**src/rtl/mau_pkg.sv**
```systemverilog
// Shared types and constants for the multiply-accumulate unit.
package mau_pkg;

  localparam int MANT_W  = 18;
  localparam int EXP_W   = 5;
  localparam int EXP_MAX = 31;

  // Accumulator control states.
  typedef enum logic [1:0] {
    ST_IDLE = 2'd0,
    ST_ADD  = 2'd1,
    ST_NORM = 2'd2,
    ST_DONE = 2'd3
  } mau_state_e;

  // Sign-magnitude float as produced by the multiplier stage.
  typedef struct packed {
    logic             sign;
    logic [EXP_W-1:0] exponent;
    logic [MANT_W-1:0] mantissa;
  } mau_fp_t;

  // A zero exponent or a zero mantissa both encode the value zero.
  function automatic logic mau_is_zero(input mau_fp_t v);
    return (v.exponent == '0) || (v.mantissa == '0);
  endfunction

endpackage

```
**src/rtl/mau_lzc.sv**
```systemverilog
// Leading-zero counter over the 19-bit pre-normalisation sum.
module mau_lzc (
  input  logic [18:0] din,
  output logic [4:0]  count
);

  // Highest set bit wins; an all-zero input reports 19.
  always_comb begin
    count = 5'd19;
    for (int i = 0; i < 19; i++) begin
      if (din[i]) count = 5'(18 - i);
    end
  end

endmodule

```
**src/rtl/mau_accumulator.sv**
```systemverilog
// Sign-magnitude floating-point dot-product accumulator: align/add, then normalise.
module mau_accumulator
  import mau_pkg::*;
#(
  parameter int CNT_W = 8
) (
  input  logic                  clk,
  input  logic                  rst_n,
  input  logic                  in_valid,
  output logic                  in_ready,
  input  logic                  in_last,
  input  logic [MANT_W-1:0]     in_mantissa,
  input  logic [EXP_W-1:0]      in_exponent,
  input  logic                  in_sign,
  output logic                  out_valid,
  input  logic                  out_ready,
  output logic [MANT_W-1:0]     out_mantissa,
  output logic [EXP_W-1:0]      out_exponent,
  output logic                  out_sign,
  output logic [CNT_W-1:0]      out_count
);

  mau_state_e        state, state_d;
  logic              armed;
  mau_fp_t           acc;
  logic [CNT_W-1:0]  count;
  mau_fp_t           prod_p0;
  logic              last_p0;
  logic [MANT_W:0]   sum_mant_p1;
  logic [EXP_W-1:0]  sum_exp_p1;
  logic              sum_sign_p1;

  logic              accept;
  logic [MANT_W:0]   add_mant;
  logic [EXP_W-1:0]  add_exp;
  logic              add_sign;
  mau_fp_t           norm;
  logic [4:0]        lz;

  assign in_ready     = armed && (state == ST_IDLE);
  assign accept       = in_valid && in_ready;
  assign out_valid    = (state == ST_DONE);
  assign out_mantissa = acc.mantissa;
  assign out_exponent = acc.exponent;
  assign out_sign     = acc.sign;
  assign out_count    = count;

  // Next-state logic for the IDLE -> ADD -> NORM -> (IDLE | DONE) sequence.
  always_comb begin
    state_d = state;
    unique case (state)
      ST_IDLE: if (accept)    state_d = ST_ADD;
      ST_ADD:                 state_d = ST_NORM;
      ST_NORM:                state_d = last_p0 ? ST_DONE : ST_IDLE;
      ST_DONE: if (out_ready) state_d = ST_IDLE;
      default:                state_d = ST_IDLE;
    endcase
  end

  // Align the smaller operand and add or subtract magnitudes.
  always_comb begin
    logic [EXP_W-1:0]  diff;
    logic [MANT_W-1:0] a_al, b_al;
    add_mant = {1'b0, acc.mantissa};
    add_exp  = acc.exponent;
    add_sign = acc.sign;
    diff     = '0;
    a_al     = '0;
    b_al     = '0;
    if (mau_is_zero(prod_p0)) begin
      // Zero product leaves the accumulator as it is.
      if (mau_is_zero(acc)) add_mant = '0;
    end else if (mau_is_zero(acc)) begin
      add_mant = {1'b0, prod_p0.mantissa};
      add_exp  = prod_p0.exponent;
      add_sign = prod_p0.sign;
    end else begin
      if (acc.exponent >= prod_p0.exponent) begin
        diff    = acc.exponent - prod_p0.exponent;
        add_exp = acc.exponent;
        a_al    = acc.mantissa;
        b_al    = (diff >= 5'd18) ? '0 : (prod_p0.mantissa >> diff);
      end else begin
        diff    = prod_p0.exponent - acc.exponent;
        add_exp = prod_p0.exponent;
        a_al    = (diff >= 5'd18) ? '0 : (acc.mantissa >> diff);
        b_al    = prod_p0.mantissa;
      end
      if (acc.sign == prod_p0.sign) begin
        add_mant = {1'b0, a_al} + {1'b0, b_al};
        add_sign = acc.sign;
      end else if (a_al >= b_al) begin
        add_mant = {1'b0, a_al - b_al};
        add_sign = acc.sign;
      end else begin
        add_mant = {1'b0, b_al - a_al};
        add_sign = prod_p0.sign;
      end
    end
  end

  mau_lzc u_lzc (
    .din   (sum_mant_p1),
    .count (lz)
  );

  // Normalise to bit 17 set, truncating; saturate on overflow, flush on underflow.
  always_comb begin
    logic signed [6:0] exp_n;
    logic [4:0]        sh;
    logic [MANT_W:0]   shl;
    norm  = '0;
    exp_n = '0;
    sh    = lz - 5'd1;
    shl   = sum_mant_p1 << sh;
    if (sum_mant_p1 != '0) begin
      norm.sign = sum_sign_p1;
      if (sum_mant_p1[MANT_W]) begin
        norm.mantissa = sum_mant_p1[MANT_W:1];
        exp_n         = signed'({2'b00, sum_exp_p1}) + 7'sd1;
      end else begin
        norm.mantissa = shl[MANT_W-1:0];
        exp_n         = signed'({2'b00, sum_exp_p1}) - signed'({2'b00, sh});
      end
      if (exp_n > 7'(EXP_MAX)) begin
        norm.exponent = EXP_W'(EXP_MAX);
        norm.mantissa = '1;
      end else if (exp_n < 7'sd1) begin
        norm = '0;
      end else begin
        norm.exponent = exp_n[EXP_W-1:0];
      end
    end
  end

  // State, accumulator, count and the inter-stage registers.
  always_ff @(posedge clk or negedge rst_n) begin
    if (!rst_n) begin
      state       <= ST_IDLE;
      armed       <= 1'b0;
      acc         <= '0;
      count       <= '0;
      prod_p0     <= '0;
      last_p0     <= 1'b0;
      sum_mant_p1 <= '0;
      sum_exp_p1  <= '0;
      sum_sign_p1 <= 1'b0;
    end else begin
      state <= state_d;
      armed <= 1'b1;
      // Stage 0: capture the accepted product.
      if (accept) begin
        prod_p0 <= '{sign: in_sign, exponent: in_exponent, mantissa: in_mantissa};
        last_p0 <= in_last;
        if (count != '1) count <= count + 1'b1;
      end
      // Stage 1: aligned sum.
      if (state == ST_ADD) begin
        sum_mant_p1 <= add_mant;
        sum_exp_p1  <= add_exp;
        sum_sign_p1 <= add_sign;
      end
      // Stage 2: normalised result into the accumulator.
      if (state == ST_NORM) acc <= norm;
      if (state == ST_DONE && out_ready) begin
        acc   <= '0;
        count <= '0;
      end
    end
  end

endmodule

```
**config.mk**
```make
export PLATFORM = sky130hd
export DESIGN_NAME = mau_accumulator
export DESIGN_NICKNAME = d
export VERILOG_FILES = /design/src/rtl/mau_pkg.sv /design/src/rtl/mau_lzc.sv /design/src/rtl/mau_accumulator.sv
export SDC_FILE = /design/constraint.sdc
export NUM_CORES = 1
export LEC_CHECK = 0
export ABC_AREA = 1
export CORE_UTILIZATION = 30
export CTS_BUF_LIST = sky130_fd_sc_hd__clkbuf_16
export CTS_CLUSTER_SIZE = 20
export DETAILED_ROUTE_END_ITERATION = 8
export SYNTH_ARGS = -nofsm -noshare
export SYNTH_HDL_FRONTEND = slang
export SYNTH_HIERARCHICAL = 1
export SYNTH_SLANG_ARGS = --single-unit
```
**constraint.sdc**
```tcl
create_clock -name clk -period 4.7 [get_ports clk]
set_input_delay 0.47 -clock clk [delete_from_list [all_inputs] [get_ports clk]]
set_output_delay 0.47 -clock clk [all_outputs]
set_load 0.05 [all_outputs]
```
==> summary.md <==
The run finished with clean final reports. The layout overhead on the synthesized area was 24.48%; the initial standard-cell utilization of the core was 30.80%. The share of the core filled with cells in the final layout came out at 38.34%. The tool flagged a number of max-cap violations equal to 0.

Once detail routing completed, the nets flagged for antenna violations numbered 0. The hold violation total from the final report came out at 0. Leaving out filler cells and counting taps, the final layout contains 2,377.

In this run, synthesis produced a sequential element count of 85. The smallest setup slack after layout is 0.1403 ns, and the number of buffers inserted by port buffering is 62. The part of the Yosys area used for sequential elements was 19.80%; the global router's overall resource usage was 24.35%.

For the post-route clock skew, the log shows 0.006226 ns. In this run the worst setup path begins at out_exponent[0]. For the clock sink count, the log shows 85. The final layout contains 2,022 nets. Detailed router's first-iteration violation count: 1,088.

Setup repair after global routing could not meet its margin everywhere. The average footprint of a synthesized cell is 6.074 um2, and the required time of the critical path is 4.98 ns. The global-route wire length before repair is 68,060 um. The relative slew slack is 48.28%. TritonCTS built the clock tree.

The logs give 0.14 ns for the slack of the worst reg-to-reg path and 36,240 um for the placed wire-length estimate after detailed placement. The floorplan has 68 rows. The tree is rooted in a sky130_fd_sc_hd__clkbuf_16.

For the worst flop-to-flop path, the logic depth is 24. The first TritonRoute pass finished after 6 iterations. Synthesis warning total: 6. When the netlist entered floorplanning its net count stood at 1,874. Clock-pin slew was measured on the worst setup and hold paths at 0.07 ns.

The number of pins with negative max-slew slack in the final report is 0, and the area of the mapped netlist is 10,750 um2. Along the worst path, the maximum fanout reaches 8. The total global routing overflow is 0. The tools report the diode insertion count for antenna repair as 0.

The tightest hold path in the finished design has a slack of 0.06980 ns. Using the TritonRoute via totals, the vias-per-cell ratio works out to 5.326. The async set-or-reset flop fraction in the synthesized netlist is 100.0%. At the placement stage, the worst setup path has a slack of -0.07269 ns. The H-tree was split into 3 levels. The worst setup path is captured at a flip-flop.

The tools report the initial antenna violation count as 0. The number of global-route vias before repair was 11,764; the final estimated routing congestion in global placement was 0.9899. The fraction of final layout cells with drive strength greater than 1 is 15.76%. The total core area is 34,880 um2, and the worst endpoint data arrival time is 4.84 ns.

The total clock buffers created by CTS was 9. The later pin in the worst-skew pair is clocked with a latency of 0.36 ns. Kind of critical path: flip-flop to flip-flop. After detailed routing, the average wire length per cell comes to 18.94 um. The worst-case clock buffer depth is 2, and the number of vias in the routed layout is 12,660. Entering global routing, the biggest net connects 51 pins.

The reg-to-reg startpoint was out_exponent[0]. The endpoint identified for the worst register-to-register timing path is sum_mant_p1[4]. The run gives 36,580 um2 as the full die area. Synthesis produced a netlist whose cell count is 1,769. The die is 191.3 um wide. The tools report the distinct cell type count after synthesis as 58.

Wire length after detailed routing: 45,030 um. After layout, the worst path uses 97.02% of the clock period. For this run, the leading register cell type out of synthesis is sky130_fd_sc_hd__dfrtp_1. The residual DRC count was 0. At the pin with the least slew margin, the transition time is 0.7739 ns. The number of placed instances, taps included was 2,351; the count of boundary I/O pins was 63. The worst path in the final design needs a cycle of 4.560 ns, including I/O delays and setup. Measured along the y axis, the die boundary spans 191.3 um. Classification of the worst-slack hold path: input port to async pin. STA classifies the critical path startpoint as a flip-flop.

The number of flops mapped to enable cells by yosys was 0; the maximum achievable frequency was 0.2193 GHz. Setup violations remaining at the end of the flow were counted as 0.
[how the worst max path moves through the flow]
stage                       to  slack [ns]  cells past startpoint
6_report        sum_mant_p1[4]        0.14                     24
5_1_grt         sum_mant_p1[4]       -0.11                     24
4_1_cts        sum_mant_p1[16]       0.005                     27
3_5_place_dp    sum_mant_p1[4]       -0.07                     23
3_3_place_gp   sum_mant_p1[18]       -0.05                     22
2_1_floorplan   sum_mant_p1[3]        0.20                     26
[final cells by class]
cell class | instances | area [um2]
Clock buffer | 9 | 225.2
Clock inverter | 7 | 48.80
Fill cell | 3818 | 21510
Inverter | 251 | 963.4
Multi-Input combinational cell | 1361 | 7659
Sequential cell | 85 | 2128
Tap cell | 455 | 569.3
Timing Repair Buffer | 208 | 1774
Timing Repair inverter | 1 | 7.507
[flip-flops by register name (all words and copies together) (netlist names)]
signal / count
sum_mant_p1: 19
armed: 1
out_mantissa: 18
last_p0: 1
state: 2
sum_sign_p1: 1
out_sign: 1
out_count: 8
prod_p0: 24
sum_exp_p1: 5
out_exponent: 5
[critical path, stage by stage (launching register included)]
cell                         delay (ns)
sky130_fd_sc_hd__dfrtp_1           0.40
sky130_fd_sc_hd__buf_4             0.14
sky130_fd_sc_hd__ha_2              0.19
sky130_fd_sc_hd__fa_2              0.66
sky130_fd_sc_hd__clkinvlp_4        0.24
sky130_fd_sc_hd__buf_6             0.18
sky130_fd_sc_hd__nand2_1           0.06
sky130_fd_sc_hd__nand3_1           0.07
sky130_fd_sc_hd__o211ai_1          0.12
sky130_fd_sc_hd__o21ai_0           0.15
sky130_fd_sc_hd__o22ai_1           0.23
sky130_fd_sc_hd__buf_4             0.19
sky130_fd_sc_hd__ha_1              0.29
sky130_fd_sc_hd__inv_2             0.15
sky130_fd_sc_hd__nand3_1           0.10
sky130_fd_sc_hd__nor2_1            0.12
sky130_fd_sc_hd__nor2_1            0.05
sky130_fd_sc_hd__nand2_1           0.08
sky130_fd_sc_hd__nand2_1           0.07
sky130_fd_sc_hd__nand2_2           0.13
sky130_fd_sc_hd__buf_6             0.14
sky130_fd_sc_hd__o21ai_0           0.08
sky130_fd_sc_hd__o21ai_1           0.25
sky130_fd_sc_hd__o211ai_1          0.18
sky130_fd_sc_hd__a21oi_1           0.19
[synthesized netlist by cell type, drive strengths merged (2+ instances only)]
cell | count | area share, %
a211oi | 3 | 0.21
a21boi | 2 | 0.14
a21oi | 141 | 7.0
a221oi | 9 | 0.79
a22oi | 17 | 1.2
a31oi | 13 | 0.76
and3 | 2 | 0.12
buf | 41 | 2.4
clkbuf | 31 | 1.1
clkinv | 2 | 0.070
dfrtp | 85 | 20
fa | 6 | 1.1
ha | 70 | 8.2
inv | 249 | 8.7
mux2 | 4 | 0.42
mux2i | 16 | 1.5
nand2 | 465 | 16
nand3 | 119 | 5.7
nand3b | 2 | 0.14
nand4 | 16 | 0.93
nor2 | 154 | 5.7
nor3 | 15 | 0.70
nor4 | 15 | 0.87
o211ai | 18 | 1.3
o21a | 5 | 0.35
o21ai | 197 | 9.2
o21bai | 9 | 0.63
o22ai | 25 | 1.5
o31ai | 2 | 0.14
or2 | 4 | 0.23
xnor2 | 4 | 0.40
xor2 | 21 | 1.9
[per-layer routing]
layer / up-vias / GRT usage [%] / wire length (um)
li1: 6135 / - / -
met1: 5917 / 32.79 / 19900
met2: 519 / 39.49 / 20450
met3: 89 / 3.305 / 3034
met4: 0 / 8.700 / 1649
met5: - / 0 / 0
[placed cells by master, fill, tap and decap left out, drive strengths merged, types with 13 or more instances in the layout]
cell type        n
nand2          465
a21oi          141
nor4            15
buf            147
dfrtp           85
clkdlybuf4s50   61
a31oi           13
nand3          119
o211ai          18
mux2i           16
nor3            15
ha              70
nor2           154
o22ai           25
inv            249
a22oi           17
xor2            21
nand4           16
o21ai          197
[what timing repair did]
action                     in CTS  in global routing
cloned                          0                  1
setup endpoints to repair      11                 19
setup buffers                   0                  9
pin swaps                       0                 14
gates resized for setup         3                126
hold buffers                    0                  0
[stage by stage]
step / setup TNS [ns] / cell area, um2
after detailed placement: -0.1440 / 12630
after CTS: 0 / 12910
final: 0 / 13380
after floorplan: 0 / 10750
after global placement: -0.09361 / 12630
after global routing: -0.3839 / 13380
[cell families after synthesis]
family,Yosys count,synth area share (%)
fa+ha+maj,76,9.269
xor+xnor,25,2.247
mux,20,1.910
other cells,1,0.03490
buf+inv,323,12.20
compound gates,445,23.53
flops,85,19.80
simple gates,794,31.01
Power is left out: the tool's default activity adds up to more than one toggle a clock period on the data nets, which glitch-free logic cannot reach.
